<file path="config.mk">
export PLATFORM = sky130hd
export DESIGN_NAME = lpc_postcode_hist_flat
export DESIGN_NICKNAME = d
export VERILOG_FILES = /design/src/rtl/lpc_postcode_hist_if.sv /design/src/rtl/lpc_postcode_hist.sv /design/src/flat_wrapper.sv
export SDC_FILE = /design/constraint.sdc
export NUM_CORES = 1
export LEC_CHECK = 0
export CAP_MARGIN = 10
export CORE_MARGIN = 2
export CORE_UTILIZATION = 50
export DETAILED_ROUTE_END_ITERATION = 7
export PLACE_DENSITY = 0.69
export SETUP_SLACK_MARGIN = 0.3
export SLEW_MARGIN = 20
export SYNTH_ARGS = -nofsm -noshare
export SYNTH_HDL_FRONTEND = slang
export SYNTH_SLANG_ARGS = --single-unit
</file>
<file path="constraint.sdc">
create_clock -name lclk -period 4.8 [get_ports lclk]
set_clock_uncertainty 0.1 [all_clocks]
set_input_delay 0.72 -clock lclk [delete_from_list [all_inputs] [get_ports lclk]]
set_output_delay 0.72 -clock lclk [all_outputs]
set_load 0.03 [all_outputs]
</file>
<file path="src/rtl/lpc_postcode_hist_if.sv">
// ============================================================================
// lpc_postcode_hist_if : LPC I/O decode and history-consumer signal bundle
// Revision: 1.0
// ============================================================================
`timescale 1ns/1ps
`default_nettype none

interface lpc_postcode_hist_if #(
   parameter int CODE_BYTES = 2,
   parameter int DEPTH      = 16
);
   logic                          lpc_en;
   logic                          device_cs;
   logic [15:0]                   addr;
   logic [7:0]                    din;
   logic                          io_wren;
   logic                          io_rden;
   logic [7:0]                    dout;
   logic                          dout_oe;
   logic [8*CODE_BYTES-1:0]       postcode;
   logic                          code_valid;
   logic                          hist_rd;
   logic                          hist_clr;
   logic [8*CODE_BYTES-1:0]       hist_data;
   logic                          hist_empty;
   logic                          hist_full;
   logic [$clog2(DEPTH):0]        hist_count;
   logic                          hist_ovf;

   modport master (
      output lpc_en, device_cs, addr, din, io_wren, io_rden, hist_rd, hist_clr,
      input  dout, dout_oe, postcode, code_valid, hist_data, hist_empty,
             hist_full, hist_count, hist_ovf
   );

   modport slave (
      input  lpc_en, device_cs, addr, din, io_wren, io_rden, hist_rd, hist_clr,
      output dout, dout_oe, postcode, code_valid, hist_data, hist_empty,
             hist_full, hist_count, hist_ovf
   );
endinterface

`default_nettype wire

</file>
<file path="src/rtl/lpc_postcode_hist.sv">
// ============================================================================
// lpc_postcode_hist : multi-byte LPC POST-code capture with FWFT history FIFO
// Revision: 1.0
// ============================================================================
`timescale 1ns/1ps
`default_nettype none

module lpc_postcode_hist #(
   parameter int          CODE_BYTES = 2,
   parameter logic [15:0] BASE_ADDR  = 16'h0080,
   parameter int          DEPTH      = 16,
   parameter int          TIMEOUT    = 1024
) (
   input  logic               lclk,
   input  logic               lreset_n,
   lpc_postcode_hist_if.slave bus
);
   localparam int c_CW = 8 * CODE_BYTES;
   localparam int c_LW = (CODE_BYTES > 1) ? $clog2(CODE_BYTES) : 1;
   localparam int c_AW = $clog2(DEPTH);
   localparam int c_TW = (TIMEOUT > 1) ? $clog2(TIMEOUT) : 1;
   localparam logic [15:0]     c_NLANES  = 16'(CODE_BYTES);
   localparam logic [c_LW-1:0] c_TOP     = c_LW'(CODE_BYTES - 1);
   localparam logic [c_TW-1:0] c_TO_LAST = c_TW'((TIMEOUT > 0) ? TIMEOUT - 1 : 0);
   localparam logic [c_AW:0]   c_FULL    = (c_AW + 1)'(DEPTH);

   logic [c_CW-1:0] staging_q, staging_d;
   logic [c_CW-1:0] postcode_q;
   logic            pending_q, pending_d;
   logic            code_valid_q;
   logic [c_TW-1:0] to_cnt_q, to_cnt_d;
   logic [c_CW-1:0] mem_q [DEPTH];
   logic [c_AW-1:0] wr_q, wr_d, rd_q, rd_d;
   logic [c_AW:0]   cnt_q, cnt_d;
   logic            ovf_q, ovf_d;

   logic [15:0]     w_off;
   logic [c_LW-1:0] w_lane;
   logic            w_hit, w_wr, w_rd, w_wr_top, w_wr_low;
   logic            w_to_fire, w_rewrite, w_commit, w_push, w_pop, w_full;
   logic [c_CW-1:0] w_commit_val;

   assign w_off     = bus.addr - BASE_ADDR;
   assign w_lane    = w_off[c_LW-1:0];
   assign w_hit     = bus.device_cs & bus.lpc_en & (w_off < c_NLANES);
   assign w_wr      = w_hit & bus.io_wren;
   assign w_rd      = w_hit & bus.io_rden;
   assign w_wr_top  = w_wr & (w_lane == c_TOP);
   assign w_wr_low  = w_wr & (w_lane != c_TOP);
   assign w_to_fire = (TIMEOUT != 0) & pending_q & ~w_wr & (to_cnt_q == c_TO_LAST);
   // A lane-0 write while pending flushes the older code before overwriting it
   assign w_rewrite = w_wr & (w_lane == '0) & pending_q;
   assign w_commit  = w_wr_top | w_rewrite | w_to_fire;
   assign w_commit_val = w_wr_top ? staging_d : staging_q;

   always_comb begin
      staging_d = staging_q;
      for (int k = 0; k < CODE_BYTES; k++) begin
         if (w_wr && (w_lane == c_LW'(k))) staging_d[8*k +: 8] = bus.din;
      end
   end

   always_comb begin
      pending_d = pending_q;
      if (w_wr_top)       pending_d = 1'b0;
      else if (w_wr_low)  pending_d = 1'b1;
      else if (w_to_fire) pending_d = 1'b0;
      to_cnt_d = to_cnt_q;
      if (bus.hist_clr || w_wr || w_commit) to_cnt_d = '0;
      else if (pending_q)                   to_cnt_d = to_cnt_q + c_TW'(1);
   end

   assign w_full = (cnt_q == c_FULL);
   assign w_push = w_commit & ~bus.hist_clr;
   assign w_pop  = bus.hist_rd & (cnt_q != '0);

   // Full without a simultaneous pop: advance the read pointer to drop the oldest
   always_comb begin
      wr_d  = wr_q;
      rd_d  = rd_q;
      cnt_d = cnt_q;
      ovf_d = ovf_q;
      if (bus.hist_clr) begin
         wr_d  = '0;
         rd_d  = '0;
         cnt_d = '0;
         ovf_d = 1'b0;
      end else begin
         if (w_pop) begin
            rd_d  = rd_q + c_AW'(1);
            cnt_d = cnt_q - (c_AW + 1)'(1);
         end
         if (w_push) begin
            wr_d = wr_q + c_AW'(1);
            if (w_full && !w_pop) begin
               rd_d  = rd_q + c_AW'(1);
               ovf_d = 1'b1;
            end else begin
               cnt_d = cnt_d + (c_AW + 1)'(1);
            end
         end
      end
   end

   always_ff @(posedge lclk or negedge lreset_n) begin
      if (!lreset_n) begin
         staging_q    <= '0;
         postcode_q   <= '0;
         pending_q    <= 1'b0;
         code_valid_q <= 1'b0;
         to_cnt_q     <= '0;
         wr_q         <= '0;
         rd_q         <= '0;
         cnt_q        <= '0;
         ovf_q        <= 1'b0;
      end else begin
         staging_q    <= staging_d;
         pending_q    <= pending_d;
         code_valid_q <= w_commit;
         to_cnt_q     <= to_cnt_d;
         wr_q         <= wr_d;
         rd_q         <= rd_d;
         cnt_q        <= cnt_d;
         ovf_q        <= ovf_d;
         if (w_commit) postcode_q <= w_commit_val;
      end
   end

   always_ff @(posedge lclk) begin
      if (w_push) mem_q[wr_q] <= w_commit_val;
   end

   always_comb begin
      bus.dout    = 8'h00;
      bus.dout_oe = 1'b0;
      if (w_rd) begin
         bus.dout_oe = 1'b1;
         for (int k = 0; k < CODE_BYTES; k++) begin
            if (w_lane == c_LW'(k)) bus.dout = postcode_q[8*k +: 8];
         end
      end
   end

   assign bus.postcode   = postcode_q;
   assign bus.code_valid = code_valid_q;
   assign bus.hist_data  = (cnt_q == '0) ? '0 : mem_q[rd_q];
   assign bus.hist_empty = (cnt_q == '0);
   assign bus.hist_full  = w_full;
   assign bus.hist_count = cnt_q;
   assign bus.hist_ovf   = ovf_q;
endmodule

`default_nettype wire

</file>
<file path="src/flat_wrapper.sv">
// flat-port wrapper written by rule: the top's interface ports become plain ports
module lpc_postcode_hist_flat 
#(
   parameter int          CODE_BYTES = 2,
   parameter logic [15:0] BASE_ADDR  = 16'h0080,
   parameter int          DEPTH      = 16,
   parameter int          TIMEOUT    = 1024
)
  (lclk, lreset_n, bus_lpc_en, bus_device_cs, bus_addr, bus_din, bus_io_wren, bus_io_rden, bus_hist_rd, bus_hist_clr, bus_dout, bus_dout_oe, bus_postcode, bus_code_valid, bus_hist_data, bus_hist_empty, bus_hist_full, bus_hist_count, bus_hist_ovf);
  lpc_postcode_hist_if #(.CODE_BYTES(CODE_BYTES), .DEPTH(DEPTH)) bus_i ();
  input  logic lclk;
  input  logic lreset_n;
  input wire logic [$bits(bus_i.lpc_en)-1:0] bus_lpc_en;
  input wire logic [$bits(bus_i.device_cs)-1:0] bus_device_cs;
  input wire logic [$bits(bus_i.addr)-1:0] bus_addr;
  input wire logic [$bits(bus_i.din)-1:0] bus_din;
  input wire logic [$bits(bus_i.io_wren)-1:0] bus_io_wren;
  input wire logic [$bits(bus_i.io_rden)-1:0] bus_io_rden;
  input wire logic [$bits(bus_i.hist_rd)-1:0] bus_hist_rd;
  input wire logic [$bits(bus_i.hist_clr)-1:0] bus_hist_clr;
  output wire logic [$bits(bus_i.dout)-1:0] bus_dout;
  output wire logic [$bits(bus_i.dout_oe)-1:0] bus_dout_oe;
  output wire logic [$bits(bus_i.postcode)-1:0] bus_postcode;
  output wire logic [$bits(bus_i.code_valid)-1:0] bus_code_valid;
  output wire logic [$bits(bus_i.hist_data)-1:0] bus_hist_data;
  output wire logic [$bits(bus_i.hist_empty)-1:0] bus_hist_empty;
  output wire logic [$bits(bus_i.hist_full)-1:0] bus_hist_full;
  output wire logic [$bits(bus_i.hist_count)-1:0] bus_hist_count;
  output wire logic [$bits(bus_i.hist_ovf)-1:0] bus_hist_ovf;
  assign bus_i.lpc_en = bus_lpc_en;
  assign bus_i.device_cs = bus_device_cs;
  assign bus_i.addr = bus_addr;
  assign bus_i.din = bus_din;
  assign bus_i.io_wren = bus_io_wren;
  assign bus_i.io_rden = bus_io_rden;
  assign bus_i.hist_rd = bus_hist_rd;
  assign bus_i.hist_clr = bus_hist_clr;
  assign bus_dout = bus_i.dout;
  assign bus_dout_oe = bus_i.dout_oe;
  assign bus_postcode = bus_i.postcode;
  assign bus_code_valid = bus_i.code_valid;
  assign bus_hist_data = bus_i.hist_data;
  assign bus_hist_empty = bus_i.hist_empty;
  assign bus_hist_full = bus_i.hist_full;
  assign bus_hist_count = bus_i.hist_count;
  assign bus_hist_ovf = bus_i.hist_ovf;
  lpc_postcode_hist #(.CODE_BYTES(CODE_BYTES), .BASE_ADDR(BASE_ADDR), .DEPTH(DEPTH), .TIMEOUT(TIMEOUT)) u_core (.lclk(lclk), .lreset_n(lreset_n), .bus(bus_i));
endmodule
</file>
# [Word-level counts from Yosys, hierarchy flattened]
# Memory sizes are Yosys's and may differ from the RTL's.
# Index checks and enable logic that the tools add are counted.
[totals] memories=1 ff_bits=58 rom_bits=0 output_inout_bits=50 inputBits=32 wordCells=76 mem_bits_rw=256 latchBits=0
[memory_table] memory="u_core.mem_q" depth=16 word_bits=16 rd=1 rd_ports_with_merged_regs=0 write_ports=1 line_no="lpc_postcode_hist.sv:32" rtl="logic [c_CW-1:0] mem_q [DEPTH];"
[op_classes] n_eq_ne=2 magnitude_cmp=1 n_shift=0 n_reduce_logical=13 bitwise=16 n_mul=0 addsub=6 n_div=0 n_mux=28
[ops] operator="$mux 16" count=2
[ops] operator="$mux 8" count=4
[ops] operator="$mux 5" count=5
[ops] operator="$mux 4" count=6
[ops] operator="$mux 10" count=2
[ops] operator="$lt 16x2->1 const B" count=1
[ops] operator="$sub 16x8->16 const B" count=1
[ops] operator="$and 1x1->1" count=11
[ops] operator="$add 10x1->10 const B" count=1
[ops] operator="$eq 10x10->1 const B" count=1
[ops] operator="$mux 1" count=9
[ops] operator="$add 4x1->4 const B" count=2
[ops] operator="$reduce_bool 2->1" count=3
[ops] operator="$add 5x1->5 const B" count=1
[ops] operator="$eq 5x5->1 const B" count=1
[ops] operator="$logic_not 5->1" count=1
[ops] operator="$reduce_bool 5->1" count=1
[ops] operator="$sub 5x1->5 const B" count=1
[ops] operator="$logic_and 1x1->1" count=3
[ops] operator="$not 1->1" count=3
[ops] operator="$reduce_bool 3->1" count=1
[ops] operator="$logic_or 1x1->1" count=2
[ops] operator="$or 1x1->1" count=2
[ops] operator="$reduce_and 2->1" count=1
[ops] operator="$logic_not 1->1" count=1

# [Longest topological paths before layout]
[logic_depth] depth_word=11 mapped_depth=10 ltp_nobuf=10

# [Least setup slack after synthesis]
# Ideal clock, no wire load.
[synth_timing] kind="in2reg" startpoint="in bus_addr[7]" endpoint="mem u_core.mem_q[8][0] (netlist name), enable pin" t_required_ns=4.312 path_stages=9 arrival_time_ns=2.944 path_slack_ns=1.368 n_path_buf=1 setup_ns=0.388 cell_sequence="inv_1 -> ha_1 -> and3b_1 -> o211ai_2 -> nor4_2 -> a21o_1 -> buf_2 -> nand2_1 -> nor2_1"
[synth_between] elab_chain_len=11 elab_cells_between_ends=15 classes_between="add/sub (1); order compare (1); mux (2); bitwise (11)"
[synth_lines] element="start, declared" line_no="flat_wrapper.sv:15" rtl="input wire logic [$bits(bus_i.addr)-1:0] bus_addr;"
[synth_lines] element="$sub 16x8->16 *" line_no="lpc_postcode_hist.sv:43" rtl="assign w_off = bus.addr - BASE_ADDR;"
[synth_lines] element="$lt 16x2->1 *" line_no="lpc_postcode_hist.sv:45" rtl="assign w_hit = bus.device_cs & bus.lpc_en & (w_off < c_NLANES);"
[synth_lines] element="$and 1x1->1 *" line_no="lpc_postcode_hist.sv:45"
[synth_lines] element="$and 1x1->1 *" line_no="lpc_postcode_hist.sv:46" rtl="assign w_wr = w_hit & bus.io_wren;"
[synth_lines] element="$and 1x1->1 / $not 1->1 (equally long branches)" line_no="lpc_postcode_hist.sv:52, lpc_postcode_hist.sv:50"
[synth_lines] element="$and 1x1->1 (on tied branches)" line_no="lpc_postcode_hist.sv:52, lpc_postcode_hist.sv:50"
[synth_lines] element="$or 1x1->1 / $and 1x1->1 (equally long branches)" line_no="lpc_postcode_hist.sv:53, lpc_postcode_hist.sv:50"
[synth_lines] element="$or 1x1->1 *" line_no="lpc_postcode_hist.sv:53" rtl="assign w_commit = w_wr_top | w_rewrite | w_to_fire;"
[synth_lines] element="net u_core.w_commit" line_no="lpc_postcode_hist.sv:40" rtl="logic w_to_fire, w_rewrite, w_commit, w_push, w_pop, w_full;"
[synth_lines] element="$and 1x1->1 *" line_no="lpc_postcode_hist.sv:74" rtl="assign w_push = w_commit & ~bus.hist_clr;"
[synth_lines] element="$mux 1 *" line_no="lpc_postcode_hist.sv:130" rtl="if (w_push) mem_q[wr_q] <= w_commit_val;"
[synth_lines] element="$mux 1 (not written as such) *" line_no="lpc_postcode_hist.sv:130"
[synth_lines] element="end, declared" line_no="lpc_postcode_hist.sv:32"
# The timed path passes the listed nets; every way through them passes the cells marked *.

# [Worst setup path in the final report]
[layout_timing] startpoint="reg u_core.rd_q[0]" endpoint="out bus_hist_data[8]"
[layout_between] elab_chain_len=2
[layout_lines] element="start, declared" line_no="lpc_postcode_hist.sv:33" rtl="logic [c_AW-1:0] wr_q, wr_d, rd_q, rd_d;"
[layout_lines] element="start signal, assigned" line_no="lpc_postcode_hist.sv:122" rtl="rd_q <= rd_d;"
[layout_lines] element="$mem_v2 16x16"
[layout_lines] element="$mux 16" line_no="lpc_postcode_hist.sv:146" rtl="assign bus.hist_data = (cnt_q == '0) ? '0 : mem_q[rd_q];"
[layout_lines] element="end, declared" line_no="flat_wrapper.sv:25" rtl="output wire logic [$bits(bus_i.hist_data)-1:0] bus_hist_data;"
# Every way passes these cells.

==> impl_results.md <==
- Setup WS post-layout: 0.512 ns
- Area Overhead vs Synth: 17.6%
- Core box area: 0.0253 mm^2
- Slew HR: 0.223
- Worst vdd ir: 0.000370 V
- Max Cap Violations: 0
- Reg-to-Reg Start: u_core.bus.hist_count[0]
- Top cell family by delay on the critical path: multiplexers
- Pin count of the biggest net entering global routing: 59
- Area occupied by registers: 0.00914 mm^2
- DRT met1 WL: 12.1 mm
- Fin Setup TNS: 0 ns
- DIE WIDTH: 165 um
- Critical path data required time: 3.98 ns
- Num rows: 58
- Yosys reg bits: 314
- RD Place Congestion: 0.855
- # fillers: 1840
- Period utilisation layout: 0.893
- Critical Path, Cell by Cell: buf_12 > mux4_2 > mux4_2 > nor2b_1 > clkdlybuf4s50_1
- Maximum clock rate: 233 MHz
- Combinational share of power: 0.123
- Die area: 0.0271 mm^2
- Final Max Slew Viols: 0
- WL final: 27.9 mm
- HPWL Detailed: 17.6 mm
- ANT cells: 0
- Sw Pwr: 0.00144 W
- Setup Buffers After CTS: 0
- Critical path launch point: u_core.rd_q[0]
- Initial Util: 0.510
- CTS resizes: 0
- Total power: 0.00596 W
- Die Ht: 165 um
- First-pass GRT wire length: 43.0 mm
- CTS tree: yes
- Synth Flop Type: edfxtp_1
- RSZ-0062 raised after global routing: false
- Clk_lat worst skew: 0.55 ns
- Met3 WL: 1.71 mm
- Mean Syn Cell Area: 17.7 um^2
- Total gr overflow: 0
- Most common cell after layout, fill and taps aside: edfxtp_1
- Drt wl/cell: 23.5 um
- Total leakage power: 5.84 nW
- Sw frac: 0.242
- CP max-delay cell: dfrtp_4
- Hold crit path type: input port to asynchronous set/reset pin
- DRC violations left: 0
- Final Hold Viols: 0
- Crit-path max cell delay: 0.70 ns
- Avg Vias per Cell: 5.79
- DR pass1 iterations: 5
- Period minus WS final: 4.29 ns
- PortBufs: 81
- GRT Util Overall: 0.215
- Initial DRC Count: 527
- Seq pwr share: 0.506
- WS Path Type: flip-flop to output port
- Ys async rst share: 0.185
- Met2 Wirelength: 13.7 mm
- Crit path DAT: 3.47 ns
- Buf+Inv Stages, Crit Path: 2
- Clk pin slew, worst setup/hold paths: 0.06 ns
- Top layer in use: met4
- Crit path capture type: output port
- Hold buffer count at cts: 0
- Share of layout cells above drive strength 1: 0.225
- Vias: 6866
- Tightest Pin Transition: 1.17 ns
- Initial antenna violation count: 0
- Post-synth EDFFs: 256
- Sink Count: 314
- P per Cell Area: 393 mW/mm^2
- Setup violators final: 0
- Syn_nets: 768
- CP Max Fanout: 36
- Post-layout net count: 873
- Yosys cell types: 53
- CTS H-tree depth: 1
- Outcome: finished, final reports clean
- Routed Antenna Nets: 0
- Multi-input combinational cell area: 0.00357 mm^2
- # IOs: 82
- Clock Tree Buf Depth: 3
- Root Driver: clkbuf_16
- Cell Int Power: 0.00452 W
- Register area share after synthesis: 0.709
- CP startpoint kind: flip-flop
- CTS buffer count: 30
- Most used cell, CP: mux4_2
- Synthesis warning total: 0
- DP Worst Slack: 0.682 ns
- Clock power share: 0.370
- Synthesized area: 0.0129 mm^2
- Most frequent cells in the layout: edfxtp_1, mux4_2, clkdlybuf4s50_1, nor2_1, dfrtp_1
- Vias in the first global route: 7313
- Syn Inst Count: 727
[area by class of cell]
class                           instances  area share
Tap cell                              330      0.0272
Timing Repair Buffer                  112      0.0702
Sequential cell                       314       0.603
Clock buffer                           42      0.0575
Clock inverter                         13     0.00404
Inverter                               10     0.00248
Multi-Input combinational cell        364       0.235
[state kept, by name (all words and copies together) (netlist names)]
signal,flops
u_core.mem_q,256
u_core.bus.postcode,16
u_core.staging_q,16
u_core.to_cnt_q,10
u_core.bus.hist_count,5
u_core.rd_q,4
u_core.wr_q,4
u_core.bus.code_valid,1
u_core.bus.hist_ovf,1
u_core.pending_q,1
[routing by layer]
layer  GRT usage  vias up
li1            -     3043
met1       0.303     3560
met2       0.357      233
met3      0.0357       30
met4      0.0474        0
met5           0        -
[worst register-to-register path: cells and delay by family, from the launching register on]
| kind | cells | cell delay [ns] |
|---|---|---|
| multiplexers | 1 | 0.36 |
| adder cells (fa/ha/maj) | 1 | 0.19 |
| flip-flops | 1 | 0.42 |
| AND/OR/NAND/NOR | 4 | 1.38 |
| AO/OA/AOI/OAI | 1 | 0.26 |
| buffers and inverters | 1 | 0.11 |
[path summary, 6_finish.rpt]
check                           cells after the start  slack (ns)             endpoint
min in group lclk                                   2        0.40  u_core.bus.hist_ovf
worst min register to register                      2        0.40  u_core.bus.hist_ovf
worst max-delay path                                5        0.51     bus_hist_data[8]
max in group asynchronous                           2        3.83       u_core.rd_q[0]
worst max register to register                      8        1.87       u_core.rd_q[3]
worst min-delay path                                2        0.21   u_core.to_cnt_q[2]
[stage by stage]
step,utilization,hold WS [ns],instance area (um^2),instances
after detailed placement,0.563,0.385,14200,1130
after floorplan,-,0.324,12900,727
after global placement,0.563,0.388,14200,1130
after CTS,0.600,0.239,15200,1185
final,0.600,0.207,15200,1185
after global routing,0.600,0.257,15200,1185
[power groups by stage]
stage / sequential, W / combinational [W] / clock (W)
global placement: 0.00307 / 0.000723 / 0
finish: 0.00302 / 0.000733 / 0.00221
floorplan: 0.00303 / 0.000522 / 0
global route: 0.00303 / 0.000796 / 0.00235
detailed placement: 0.00307 / 0.000744 / 0
CTS: 0.00302 / 0.000746 / 0.00224
[synthesized netlist by cell type, types with 2 or more instances]
cell type / number / area (um^2)
edfxtp_1: 256 / 7690
nand3b_1: 4 / 30.0
mux4_2: 80 / 1800
a21oi_1: 9 / 45.0
ha_1: 9 / 113
dfrtp_1: 58 / 1450
mux2_2: 18 / 203
nor3_1: 16 / 80.1
inv_1: 10 / 37.5
nor2_1: 70 / 263
xnor2_1: 9 / 78.8
nor4_1: 5 / 31.3
o21bai_1: 3 / 22.5
nand4_1: 3 / 18.8
nand2_1: 45 / 169
nor2b_1: 20 / 125
nor3b_1: 2 / 15.0
and4bb_2: 2 / 25.0
or3_1: 3 / 18.8
nand2b_1: 4 / 25.0
buf_1: 2 / 7.51
nand3_1: 11 / 55.1
clkbuf_1: 31 / 116
xor2_1: 5 / 43.8
a21o_1: 4 / 30.0
buf_2: 6 / 30.0
o21ai_0: 7 / 35.0
mux2i_1: 10 / 100
[logic make-up after synthesis]
logic type	synth area share
flip-flops	0.709
AND/OR/NAND/NOR	0.0755
multiplexers	0.163
buffers and inverters	0.0149
AO/OA/AOI/OAI	0.0192
XOR/XNOR	0.00951
adder cells (fa/ha/maj)	0.00874
No activity file was read; power rests on OpenSTA's default activity.
